`config.mk`:
```
export PLATFORM = sky130hd
export DESIGN_NAME = seg_scan_mux
export DESIGN_NICKNAME = d
export VERILOG_FILES = /design/src/rtl/disp_pkg.sv /design/src/rtl/seg_scan_mux.sv
export SDC_FILE = /design/constraint.sdc
export NUM_CORES = 1
export LEC_CHECK = 0
export ABC_AREA = 0
export CORE_UTILIZATION = 36
export CTS_CLUSTER_SIZE = 30
export DETAILED_ROUTE_END_ITERATION = 12
export HOLD_SLACK_MARGIN = 0.15
export PLACE_DENSITY = 0.84
export SYNTH_ARGS = -nofsm -noshare
export SYNTH_HDL_FRONTEND = slang
export SYNTH_SLANG_ARGS = --single-unit
```
`constraint.sdc`:
```
create_clock -name clock -period 1.6 [get_ports clock]
set_input_delay 0.16 -clock clock [delete_from_list [all_inputs] [get_ports clock]]
set_output_delay 0.16 -clock clock [all_outputs]
set_load 0.03 [all_outputs]
```
`src/rtl/disp_pkg.sv`:
```
// Shared display definitions: digit geometry, segment constants, scan
// states and the seg_in packing order used by the traffic-light display.
package disp_pkg;

    localparam int unsigned NUM_DIGITS = 8;
    localparam int unsigned SEG_W      = 7;

    // Segments are active-low: all ones blanks a digit, all zeros lights it.
    localparam logic [SEG_W-1:0] SEG_OFF    = 7'h7F;
    localparam logic [SEG_W-1:0] SEG_ALL_ON = 7'h00;

    typedef enum logic {
        BLANK,
        ON
    } scan_state_t;

    // Digit k occupies seg_in[7k+6:7k].
    localparam int unsigned DIG_D1_RED0   = 0;
    localparam int unsigned DIG_D1_RED1   = 1;
    localparam int unsigned DIG_D1_GREEN0 = 2;
    localparam int unsigned DIG_D1_GREEN1 = 3;
    localparam int unsigned DIG_D2_RED0   = 4;
    localparam int unsigned DIG_D2_RED1   = 5;
    localparam int unsigned DIG_D2_GREEN0 = 6;
    localparam int unsigned DIG_D2_GREEN1 = 7;

    // Digit-enable decode for a scan index.
    function automatic logic [NUM_DIGITS-1:0] onehot(input logic [2:0] idx);
        logic [NUM_DIGITS-1:0] r;
        r      = '0;
        r[idx] = 1'b1;
        return r;
    endfunction

endpackage

```
`src/rtl/seg_scan_mux.sv`:
```
// Seven-segment scan driver: walks eight digits on a shared segment bus
// with blanking dead time between digits, PWM brightness and lamp test.
module seg_scan_mux
    import disp_pkg::*;
#(
    parameter int unsigned BLANK_CYCLES = 2
) (
    input  logic                        clock,
    input  logic                        rst,
    input  logic                        tick,
    input  logic [NUM_DIGITS*SEG_W-1:0] seg_in,
    input  logic                        lamp_test,
    input  logic [2:0]                  brightness,
    output logic [SEG_W-1:0]            seg_out,
    output logic [NUM_DIGITS-1:0]       dig_en,
    output logic                        frame_start
);

    localparam int unsigned BCW = (BLANK_CYCLES > 0) ? $clog2(BLANK_CYCLES + 1) : 1;
    localparam logic [BCW-1:0] BLANK_LOAD = BCW'(BLANK_CYCLES);
    localparam logic [BCW-1:0] BCNT_ONE   = BCW'(1);

    scan_state_t            state, state_nx;
    logic [BCW-1:0]         bcnt, bcnt_nx;
    logic [2:0]             idx, idx_nx;
    logic [2:0]             pwm, pwm_nx;
    logic [SEG_W-1:0]       seg_nx;
    logic [NUM_DIGITS-1:0]  dig_nx;
    logic                   fs_nx;
    logic [SEG_W-1:0]       digit_pat;

    // Pattern of the currently selected digit.
    always_comb digit_pat = seg_in[int'(idx)*SEG_W +: SEG_W];

    // Next-state and next-output decode; outputs are registered below so
    // seg_out doubles as the per-slot capture of the digit pattern.
    always_comb begin
        state_nx = state;
        bcnt_nx  = bcnt;
        idx_nx   = idx;
        pwm_nx   = pwm;
        seg_nx   = seg_out;
        dig_nx   = dig_en;
        fs_nx    = 1'b0;
        if (tick) begin
            state_nx = BLANK;
            bcnt_nx  = BLANK_LOAD;
            idx_nx   = idx + 3'd1;
            pwm_nx   = '0;
            seg_nx   = SEG_OFF;
            dig_nx   = '0;
            fs_nx    = (idx == 3'd7);
        end else begin
            case (state)
                BLANK: begin
                    seg_nx = SEG_OFF;
                    dig_nx = '0;
                    if (bcnt == '0) begin
                        state_nx = ON;
                        pwm_nx   = '0;
                        seg_nx   = lamp_test ? SEG_ALL_ON : digit_pat;
                        dig_nx   = onehot(idx);
                    end else begin
                        bcnt_nx = bcnt - BCNT_ONE;
                    end
                end
                ON: begin
                    pwm_nx = pwm + 3'd1;
                    dig_nx = (pwm_nx <= brightness) ? onehot(idx) : '0;
                end
                default: state_nx = BLANK;
            endcase
        end
    end

    // State, counters and registered outputs.
    always_ff @(posedge clock) begin
        if (!rst) begin
            state       <= BLANK;
            bcnt        <= '0;
            idx         <= 3'd7;
            pwm         <= '0;
            seg_out     <= SEG_OFF;
            dig_en      <= '0;
            frame_start <= 1'b0;
        end else begin
            state       <= state_nx;
            bcnt        <= bcnt_nx;
            idx         <= idx_nx;
            pwm         <= pwm_nx;
            seg_out     <= seg_nx;
            dig_en      <= dig_nx;
            frame_start <= fs_nx;
        end
    end

endmodule
```
Word level (Yosys, flattened, before mapping)

Cells that the tools add are included.

Add/subtract/negate cells: 3
$mul: 1
Divide/modulo/power cells: 0
Magnitude comparators: 3
Equality and inequality tests: 4
Shift-type cells: 1
Muxes and demuxes: 14
Bitwise gates (word level): 3
Reduce and logical (&&, ||, !) cells: 6

Operator list:

| kind                | number |
|---|---|
| $shiftx 56x7->7     | 1 |
| $mux 8              | 2 |
| $pmux 8 s2          | 1 |
| $mux 7              | 2 |
| $add 3x1->3 const B | 2 |
| $mul 3x3->6 const B | 1 |
| $mux 2              | 3 |
| $ne 2x2->1 const B  | 3 |
| $pmux 3 s2          | 1 |
| $reduce_and 2->1    | 3 |
| $lt 3x4->1 const B  | 1 |
| $demux 1 s3         | 1 |
| $eq 3x3->1 const B  | 1 |
| $ge 3x1->1 const B  | 1 |
| $le 3x3->1          | 1 |
| $mux 1              | 3 |
| $mux 3              | 1 |
| $not 1->1           | 3 |
| $logic_not 2->1     | 1 |
| $reduce_or 2->1     | 1 |
| $sub 2x1->2 const B | 1 |
| $logic_and 1x1->1   | 1 |

Bits in registers: 25
Bits in latches: 0
RAM bits: 0
Memory bits (read-only): 0
Input port bits: 63
Output and inout port bits: 16
Logic and storage cells: 43
Memories: 0

Depth between registers and ports, before layout

Gate-level depths: netlist of run 1.

Depth after elaboration: 6
Mapped depth: 7
Depth with buffers taken out: 7

Least setup slack after synthesis of run 1

OpenSTA, ideal clock, no wires.

Path type: flip-flop to flip-flop
From: register pwm[0]
To: register dig_en[1]
Setup time: 139 ps
Arrival: 1565 ps
Data required time: 1461 ps
Setup slack: -104 ps
Cell stages (with the launch flop): 7
Path buffers: 0
Clock period less this slack: 1704 ps
Path through: dfxtp_1 > ha_1 > ha_1 > nor2b_1 > o21ai_1 > a21oi_2 > nor4b_2

Word-level cells in the longest chain between the ends: 4

RTL lines:

| element                  | RTL line           | source |
|---|---|---|
| start: declaration       | seg_scan_mux.sv:26 | `logic [2:0] pwm, pwm_nx;` |
| start signal: assignment | seg_scan_mux.sv:90 | `pwm <= pwm_nx;` |
| $add 3x1->3              | seg_scan_mux.sv:68 | `pwm_nx = pwm + 3'd1;` |
| $le 3x3->1               | seg_scan_mux.sv:69 | `dig_nx = (pwm_nx <= brightness) ? onehot(idx) : '0;` |
| $mux 8                   | seg_scan_mux.sv:69 |  |
| $pmux 8 s2               | seg_scan_mux.sv:54 | `case (state)` |
| end signal: assignment   | seg_scan_mux.sv:92 | `dig_en <= dig_nx;` |
| end: declaration         | seg_scan_mux.sv:15 | `output logic [NUM_DIGITS-1:0] dig_en,` |

Every way passes these cells.
A chain may end at the register's enable or synchronous reset.

Worst setup path in the final report of run 1

From: register pwm[0]
To: register dig_en[3]

Same word-level chain as after synthesis.

==> results of run 1 <==
[per-stage QoR]
| stage | total power, mW | instance area, um2 |
|---|---|---|
| final | 1.67 | 2530 |
| after CTS | 1.68 | 2500 |
| after detailed placement | 1.29 | 2390 |
| after global placement | 1.28 | 2390 |
| after global routing | 1.77 | 2530 |
| after floorplan | 1.04 | 1560 |
[critical path, cell delays in order (launching register included)]
cell	delay [ns]
dfxtp_2	0.34
ha_4	0.28
ha_4	0.19
nor2b_4	0.12
o21ai_2	0.16
a21oi_4	0.08
buf_12	0.15
nor4b_2	0.23
[timing repair]
action,4_1_cts,5_1_grt
gates cloned,0,0
setup endpoints to repair,8,8
gates resized for setup,6,3
buffers inserted,2,1
pin swaps,6,1
[state kept, by name, indices dropped and copies added (netlist names)]
| register | cells |
|---|---|
| pwm | 3 |
| dig_en | 8 |
| state | 1 |
| bcnt | 2 |
| idx | 3 |
| seg_out | 7 |
| frame_start | 1 |
[final cells by class]
type,instances,area [um2],share of cell area (%)
well taps,50,62.6,2.48
repair buffers,87,873,34.6
flip-flops and latches,25,504,20.0
inverters,4,15.0,0.594
clock buffers,4,45.0,1.78
multi-input cells,115,1030,40.6
[routing by layer]
metal / vias up / track usage (%) / wire length, um
li1: 726 / - / -
met1: 658 / 21.3 / 1660
met2: 51 / 34.0 / 2040
met3: 3 / 5.07 / 409
met4: 0 / 2.39 / 15
met5: - / 0 / 0
[worst paths after layout]
kind	start	to	slack (ns)	cells after the start
setup reg to reg	pwm[0]	dig_en[3]	-0.03	7
setup / recovery	pwm[0]	dig_en[3]	-0.03	7
hold / removal	bcnt[1]	bcnt[0]	0.53	2
hold reg to reg	bcnt[1]	bcnt[0]	0.53	2
[cells by family after synthesis]
kind of cell,count (synthesis),synth area share (%)
AOI/OAI and AO/OA,36,15.2
muxes,31,20.4
adders and majority gates,6,4.91
xor gates and xnor gates,2,1.14
buffers and inverters,15,6.46
and+or+nand+nor,40,19.2
DFF,25,32.7
[power by group through the flow]
stage | combinational [mW] | sequential, mW | clock (mW)
after floorplan | 0.314 | 0.729 | 0
after global placement | 0.584 | 0.701 | 0
after detailed placement | 0.591 | 0.701 | 0
after CTS | 0.612 | 0.687 | 0.383
after global routing | 0.664 | 0.693 | 0.410
final | 0.612 | 0.687 | 0.373
[cell usage in the layout (no fill, tap or decap), drive strengths merged]
cell type      instances
ha                     6
nor4                   4
or2b                   1
o21a                   1
nor2                   6
nand2                  7
clkbuf                 4
and3                   1
nand3                  1
nand2b                 2
clkdlybuf4s50         78
a21oi                  4
dfxtp                 25
xnor2                  1
inv                    4
o211ai                 7
o21ai                 10
or2                    1
buf                    9
mux2                   1
xor2                   1
nor2b                 10
nor3b                  2
nor4b                  4
mux2i                 30
nor3                   1
o22ai                 14
==> metrics, run 1 <==
status finished with violations; failing checks negative setup slack; ratio of cells with drive above 1 in the final layout 15.3%; area leader, netlist dfxtp_1; crit path time final between 1.5 and 2 ns; initial antenna violation count 0; WL per Instance about 14 um; Clock Power Share 22.3%; Core Rows 23; Final Max Tran Viols 0; Synth cell types 34; I/O pin count 79; Worst Path Required 1.79 ns; Layout Cells excl Fill 285; YS warnings 0; sw frac 29.8%; RSZ-0062 raised after global routing yes; cts hold-fix bufs 0; hold_ws 0.534 ns; Relative slew margins 68.8%; Setup CP Type flip-flop to flip-flop; first-pass GRT wire length 6.29 mm; area of the mapped netlist 1530 um2; ys async rst share 0%; largest net degree at the start of global routing 31; Hold WC Path Type flip-flop to flip-flop; Leakage just over 1 nW; htree depth 1; DRT antenna net count 0; core footprint 4030 um2; Clock Pin Slew Worst Setup and Hold Paths approximately 0.080 ns; maximum VDD drop 507 uV; top post-synthesis cells by area dfxtp_1, mux2i_1, o22ai_1; pwr dens 662 nW/um2; CP max FO 8; #FFs+latches synth 25; Final WS setup -0.0304 ns; top cells by count, synth mux2i_1, dfxtp_1, o22ai_1; Cells after Synth 155; Synth top area share 32.7%; Iteration-0 DRC Markers 49; syn nets about 220; Clock Tree Root clkbuf_8; register area share after synthesis 32.7%; GRT Total Usage 18.4%; drt via density 5.05; skew final between 0.002 and 0.003 ns; initial core utilization a little under two fifths; Pre-antenna DRT Iters 4; Final setup viols 2; total grt overflow 0; top_reg_cell synth dfxtp_1; clk sinks 25; n_diodes 0; Hold Vio Cnt, Final 0; CP Launch Type flip-flop; drt drc 0; # port buffers 78; crit path DAT ~1.8 ns; worst-skew pair later-pin latency 0.27 ns; worst slew pin tran approximately 0.47 ns; fin crit share 102%; Core Util, Final 62.7%; Die Y 67.2 um; gpl congestion slightly below 0.7; Layout area overhead 65.1%; die area 4520 um2; CP endpoint kind flip-flop; Detailed Place HPWL 3.16 mm; Fmax 613 MHz; syn avg cell area about 10 um2; clock buffer depth 2; Fillers 356; Post-synth EDFFs 0; via count 1438; CTS tree done; Internal 1.17 mW; P_sw 498 uW; number of global-route vias before repair 1352; pre-CTS setup slack -0.139 ns; Chip Width 67.2 um; most frequent cell after synthesis mux2i_1; final wirelength 4.13 mm; Num CTS Buffers 3; cell count after placement 280; combinational share of power 36.6%; Final #Nets 305; final setup TNS -0.0375 ns; Max-cap violations 0; sequential share of power 41.1%
No activity file was read; power rests on OpenSTA's default activity.
==> run 2: changes to the inputs <==
Settings changed: PLACE_DENSITY 0.84 to default, PLACE_DENSITY_LB_ADDON from default to 0.1.
==> run 2 against run 1 <==
The run still ends with negative setup slack left. Die area did not move. Clock power fell by 5%. First-iteration DRC count rose by 88%. Count of clock-buffer cells in the layout did not move. Routed wire length rose by 2.4%. Sequential share of layout area fell by 0.21 points. Via count rose by 1.6%. Largest cell class unchanged. Largest power group unchanged.
==> metrics, run 2 (synthesis results as in run 1) <==
FF+latch area 504 um2; ratio of cells with drive above 1 in the final layout 16.5%; Leakage ~1.0 nW; crit path time final between 1.5 and 2 ns; CP Launch Type flip-flop; total grt overflow 0; worst slew pin tran 0.505 ns; commonest non-fill, non-tap cell in the layout clkdlybuf4s50_1; r2r worst-path depth 8; Clock Pin Slew Worst Setup and Hold Paths 0.08 ns; Reg-to-Reg End dig_en[5]; Multi-input gate area 1040 um2; I/O pin count 79; Iteration-0 DRC Markers between 90 and 100; Hold WC Path Type flip-flop to flip-flop; Layout area overhead 66.8%; Top Registers dig_en: 8 flops, seg_out: 7 flops; # port buffers 78; initial antenna violation count 0; fin crit share 100%; Final Max Tran Viols 0; post-place instance area 2390 um2; GRT Total Usage between 10% and 20%; skew final 0.00202 ns; r2r startpoint pwm[0]; Die Y 67.2 um; fin area 2550 um2; drt via density 5.09; Fmax 624 MHz; Layout Cells excl Fill around 290; Clock Tree Root clkbuf_8; gpl congestion 0.712; Setup crit start pwm[0]; WL per Instance 14.7 um; crit path DAT 1.78 ns; Detailed Place HPWL 3.21 mm; CTS tree done; initial core utilization a little under two fifths; Core Util, Final ~63%; Core Rows 23; Final #Nets 307; commonest cells after routing, fill and taps aside clkdlybuf4s50_1, mux2i_1, dfxtp_1; n_diodes 0; die area between 4000 and 5000 um2; clk sinks 25; failing checks negative setup slack; Pre-antenna DRT Iters 4; CP max FO 4; status finished with violations; Biggest register dig_en; cell count after placement 280; R2R Setup Slk -0.004 ns; pwr dens 651 nW/um2; Num CTS Buffers 3; CP endpoint kind flip-flop; hold_ws 0.542 ns; Chip Width 67.2 um; crit path capture dig_en[5]; Final WS setup -0.00358 ns; worst-skew pair later-pin latency 0.26 ns; Relative slew margins between 60 and 70%; clock buffer depth 2; Hold Vio Cnt, Final 0; number of global-route vias before repair 1421; first-pass GRT wire length ~6.4 mm; Setup CP Type flip-flop to flip-flop; Worst Path Required around 1.8 ns; Final setup viols 1; DRT antenna net count 0; RSZ-0062 raised after global routing yes; htree depth 1; final wirelength 4.23 mm; via count roughly 1500; core footprint just over 4000 um2; Fillers approximately 340; largest net degree at the start of global routing 39; Max-cap violations 0; maximum VDD drop 615 uV; max reg flops 8; drt drc 0; cts hold-fix bufs 0
-- run 2: changes by cell type in the layout (fill, tap and decap cells not counted) --
cell,change
buf_12,-1
buf_6,+3
nand3_1,-1
nand3_2,+1
o21ai_2,-1
o21ai_4,+1
-- run 2: worst min path at each step --
stage / to / from / slack, ns / cells after the start
6_report: seg_out[0] / seg_out[0] / 0.54 / 2
5_1_grt: idx[0] / rst / 0.56 / 3
4_1_cts: seg_out[0] / seg_out[0] / 0.55 / 2
3_5_place_dp: seg_out[0] / seg_out[0] / 0.53 / 2
3_3_place_gp: bcnt[0] / bcnt[1] / 0.50 / 2
2_1_floorplan: idx[0] / rst / 0.22 / 1
-- run 2: timing repair --
| action | 4_1_cts | 5_1_grt |
|---|---|---|
| endpoints found under the setup margin | 8 | 8 |
| gates cloned | 0 | 0 |
| setup buffers | 2 | 1 |
| pin swaps | 8 | 2 |
| hold endpoints to repair | 0 | 0 |
| resized for setup | 9 | 5 |
-- run 2: routing by layer --
| layer | GRT usage (%) | up-vias | share of wire [%] |
|---|---|---|---|
| met5 | 0 | - | 0 |
| met4 | 2.39 | 0 | 0.19 |
| met3 | 5.07 | 2 | 6.2 |
| met2 | 34.4 | 47 | 52 |
| met1 | 22.6 | 681 | 41 |
| li1 | - | 731 | - |
-- run 2: through the flow --
step,total power [mW],setup slack (ns),setup TNS [ns]
after floorplan,1.04,0.0488,0
after global placement,1.28,-0.0885,-0.422
after detailed placement,1.30,-0.197,-0.886
after CTS,1.67,-0.0700,-0.202
after global routing,1.76,-0.0715,-0.375
final,1.66,-0.00358,-0.00358
-- run 2: report_power, final --
part | switching, mW | total (mW) | leakage [nW] | internal (mW)
Combinational | 0.279 | 0.618 | 0.819 | 0.340
Sequential | 0.0301 | 0.687 | 0.205 | 0.656
Clock | 0.179 | 0.356 | 0.0228 | 0.178
Total | 0.487 | 1.66 | 1.05 | 1.17
-- run 2: cell type report --
cell class | instances | area share [%]
inverter | 4 | 0.588
multi-input combinational | 115 | 40.7
sequential | 25 | 19.8
clock buffer | 4 | 1.76
tap | 50 | 2.45
timing repair buffer | 89 | 34.8
-- run 2: worst max-delay path, cell delays in order, from the launching register on --
cell and delay, ns:
dfxtp_2 0.36, ha_4 0.16, xor2_4 0.18, ha_4 0.23, buf_6 0.11, o21ai_4 0.06
a21oi_4 0.08, buf_6 0.13, nor4b_4 0.21
==> run 3: changes to the inputs <==
Settings changed: CELL_PAD_IN_SITES_DETAIL_PLACEMENT from default to 0, CELL_PAD_IN_SITES_GLOBAL_PLACEMENT from default to 1, CORE_UTILIZATION 36 to 26.
Clock period 1.6 ns to 1.45 ns, I/O delays scaled along.
==> run 3 against run 2 <==
The run still ends with negative setup slack left. Routed wire length increased by 8.6%. Final cell count increased by 9.4%. Critical path depth decreased by 1. Largest cell class unchanged. Maximum frequency decreased by 0.95%. Sequential power increased by 11%. Register-to-register slack got worse by 0.17 ns. Worst hold slack got worse by 0.013 ns.
==> metrics, run 3 (synthesis results as in run 1) <==
status finished with violations; failing checks negative setup slack; first-pass GRT wire length 7.18 mm; largest net degree at the start of global routing 28; skew final 0.00503 ns; initial antenna violation count 0; Final Max Tran Viols 0; via count ~1500; n_diodes 0; maximum VDD drop a little over 400 uV; DRT antenna net count 0; Max-cap violations 0; Worst Path Required about 1.6 ns; final wirelength 4.59 mm; RSZ-0062 raised after global routing yes; total grt overflow 0; CTS tree done; Final #Nets 312; clock buffer depth 2; Core Util, Final 47.3%; initial core utilization 27.5%; Die Y 78.7 um; die area 6200 um2; worst-skew pair later-pin latency 0.26 ns; cts hold-fix bufs 0; pwr dens 716 nW/um2; Leakage 1.10 nW; Final WS setup -0.169 ns; Num CTS Buffers 3; Setup crit start pwm[1]; Hold WC Path Type flip-flop to flip-flop; worst slew pin tran 0.525 ns; Hold Vio Cnt, Final 0; core footprint 5570 um2; ratio of cells with drive above 1 in the final layout 19.4%; htree depth 1; max reg flops 8; final setup TNS -1.17 ns; clk sinks 25; # port buffers 78; Detailed Place HPWL around 3.7 mm; Iteration-0 DRC Markers 12; drt via density 4.68; GRT Total Usage 14.8%; commonest non-fill, non-tap cell in the layout clkdlybuf4s50_1; Top Registers dig_en: 8 flops, seg_out: 7 flops; crit path time final 1.62 ns; drt drc 0; CP Launch Type flip-flop; Fillers 521; r2r startpoint pwm[1]; fin crit share 112%; Layout area overhead 72.4%; Pre-antenna DRT Iters 4; Clock Tree Root clkbuf_8; Chip Width between 70 and 80 um; CP endpoint kind flip-flop; I/O pin count 79; Core Rows 27; Final setup viols 8; commonest cells after routing, fill and taps aside clkdlybuf4s50_1, mux2i_1, dfxtp_1; Relative slew margins 64.9%; crit path DAT 1.80 ns; Fmax 618 MHz; CP max FO 8; number of global-route vias before repair approximately 1500; HP Start bcnt[1]; WL per Instance 14.6 um; Clock Pin Slew Worst Setup and Hold Paths around 0.080 ns; Setup CP Type flip-flop to flip-flop; gpl congestion 0.720; Biggest register dig_en
==> run 3: layout make-up <==
class | count | area (um2) | share of cell area (%)
Timing Repair Buffer | 94 | 931 | 35.3
Inverter | 4 | 15.0 | 0.569
Tap cell | 72 | 90.1 | 3.41
Clock buffer | 4 | 45.0 | 1.71
Sequential cell | 25 | 504 | 19.1
Multi-Input combinational cell | 115 | 1050 | 39.9
==> run 3: repair_timing <==
item                                    4_1_cts  5_1_grt
pin swaps                                     3        3
buffers inserted                              1        1
endpoints found under the setup margin       12       18
gates resized for setup                      10       11
==> run 3: worst paths after layout <==
path               endpoint  slack, ns  depth (start not counted)
hold reg to reg     bcnt[0]       0.53                          2
setup reg to reg  dig_en[5]      -0.17                          7
hold / removal      bcnt[0]       0.53                          2
setup / recovery  dig_en[5]      -0.17                          7
==> run 3: worst max-delay path, stage by stage (launching register included) <==
cell	delay [ns]
dfxtp_2	0.34
ha_4	0.28
ha_4	0.20
nor2b_4	0.12
o21ai_2	0.17
a21oi_4	0.08
buf_12	0.15
nor4b_4	0.19
==> run 3: where the power goes <==
| group | internal, mW | leakage, nW | switching [mW] |
|---|---|---|---|
| registers | 0.724 | 0.205 | 0.0379 |
| clock network | 0.196 | 0.0228 | 0.205 |
| logic | 0.402 | 0.871 | 0.325 |
| total | 1.32 | 1.10 | 0.568 |
==> run 3: metal layers <==
metal  GRT usage [%]  up-vias  wire [um]
met2            27.5       29       2500
met3            2.87        2        144
met4            1.67        0         10
met1            18.1      689       1940
li1                -      748          -
met5               0        -          0
==> run 3: metrics by stage <==
step                setup slack [ns]  total power, mW  hold slack [ns]  cells  instance area (um2)
global placement              -0.244             1.46            0.506    310                 2500
detailed placement            -0.303             1.48            0.509    310                 2500
CTS                           -0.174             1.90            0.524    314                 2580
floorplan                    -0.0726             1.15            0.207    155                 1560
finish                        -0.169             1.89            0.529    314                 2640
global route                  -0.238             2.01            0.568    314                 2640
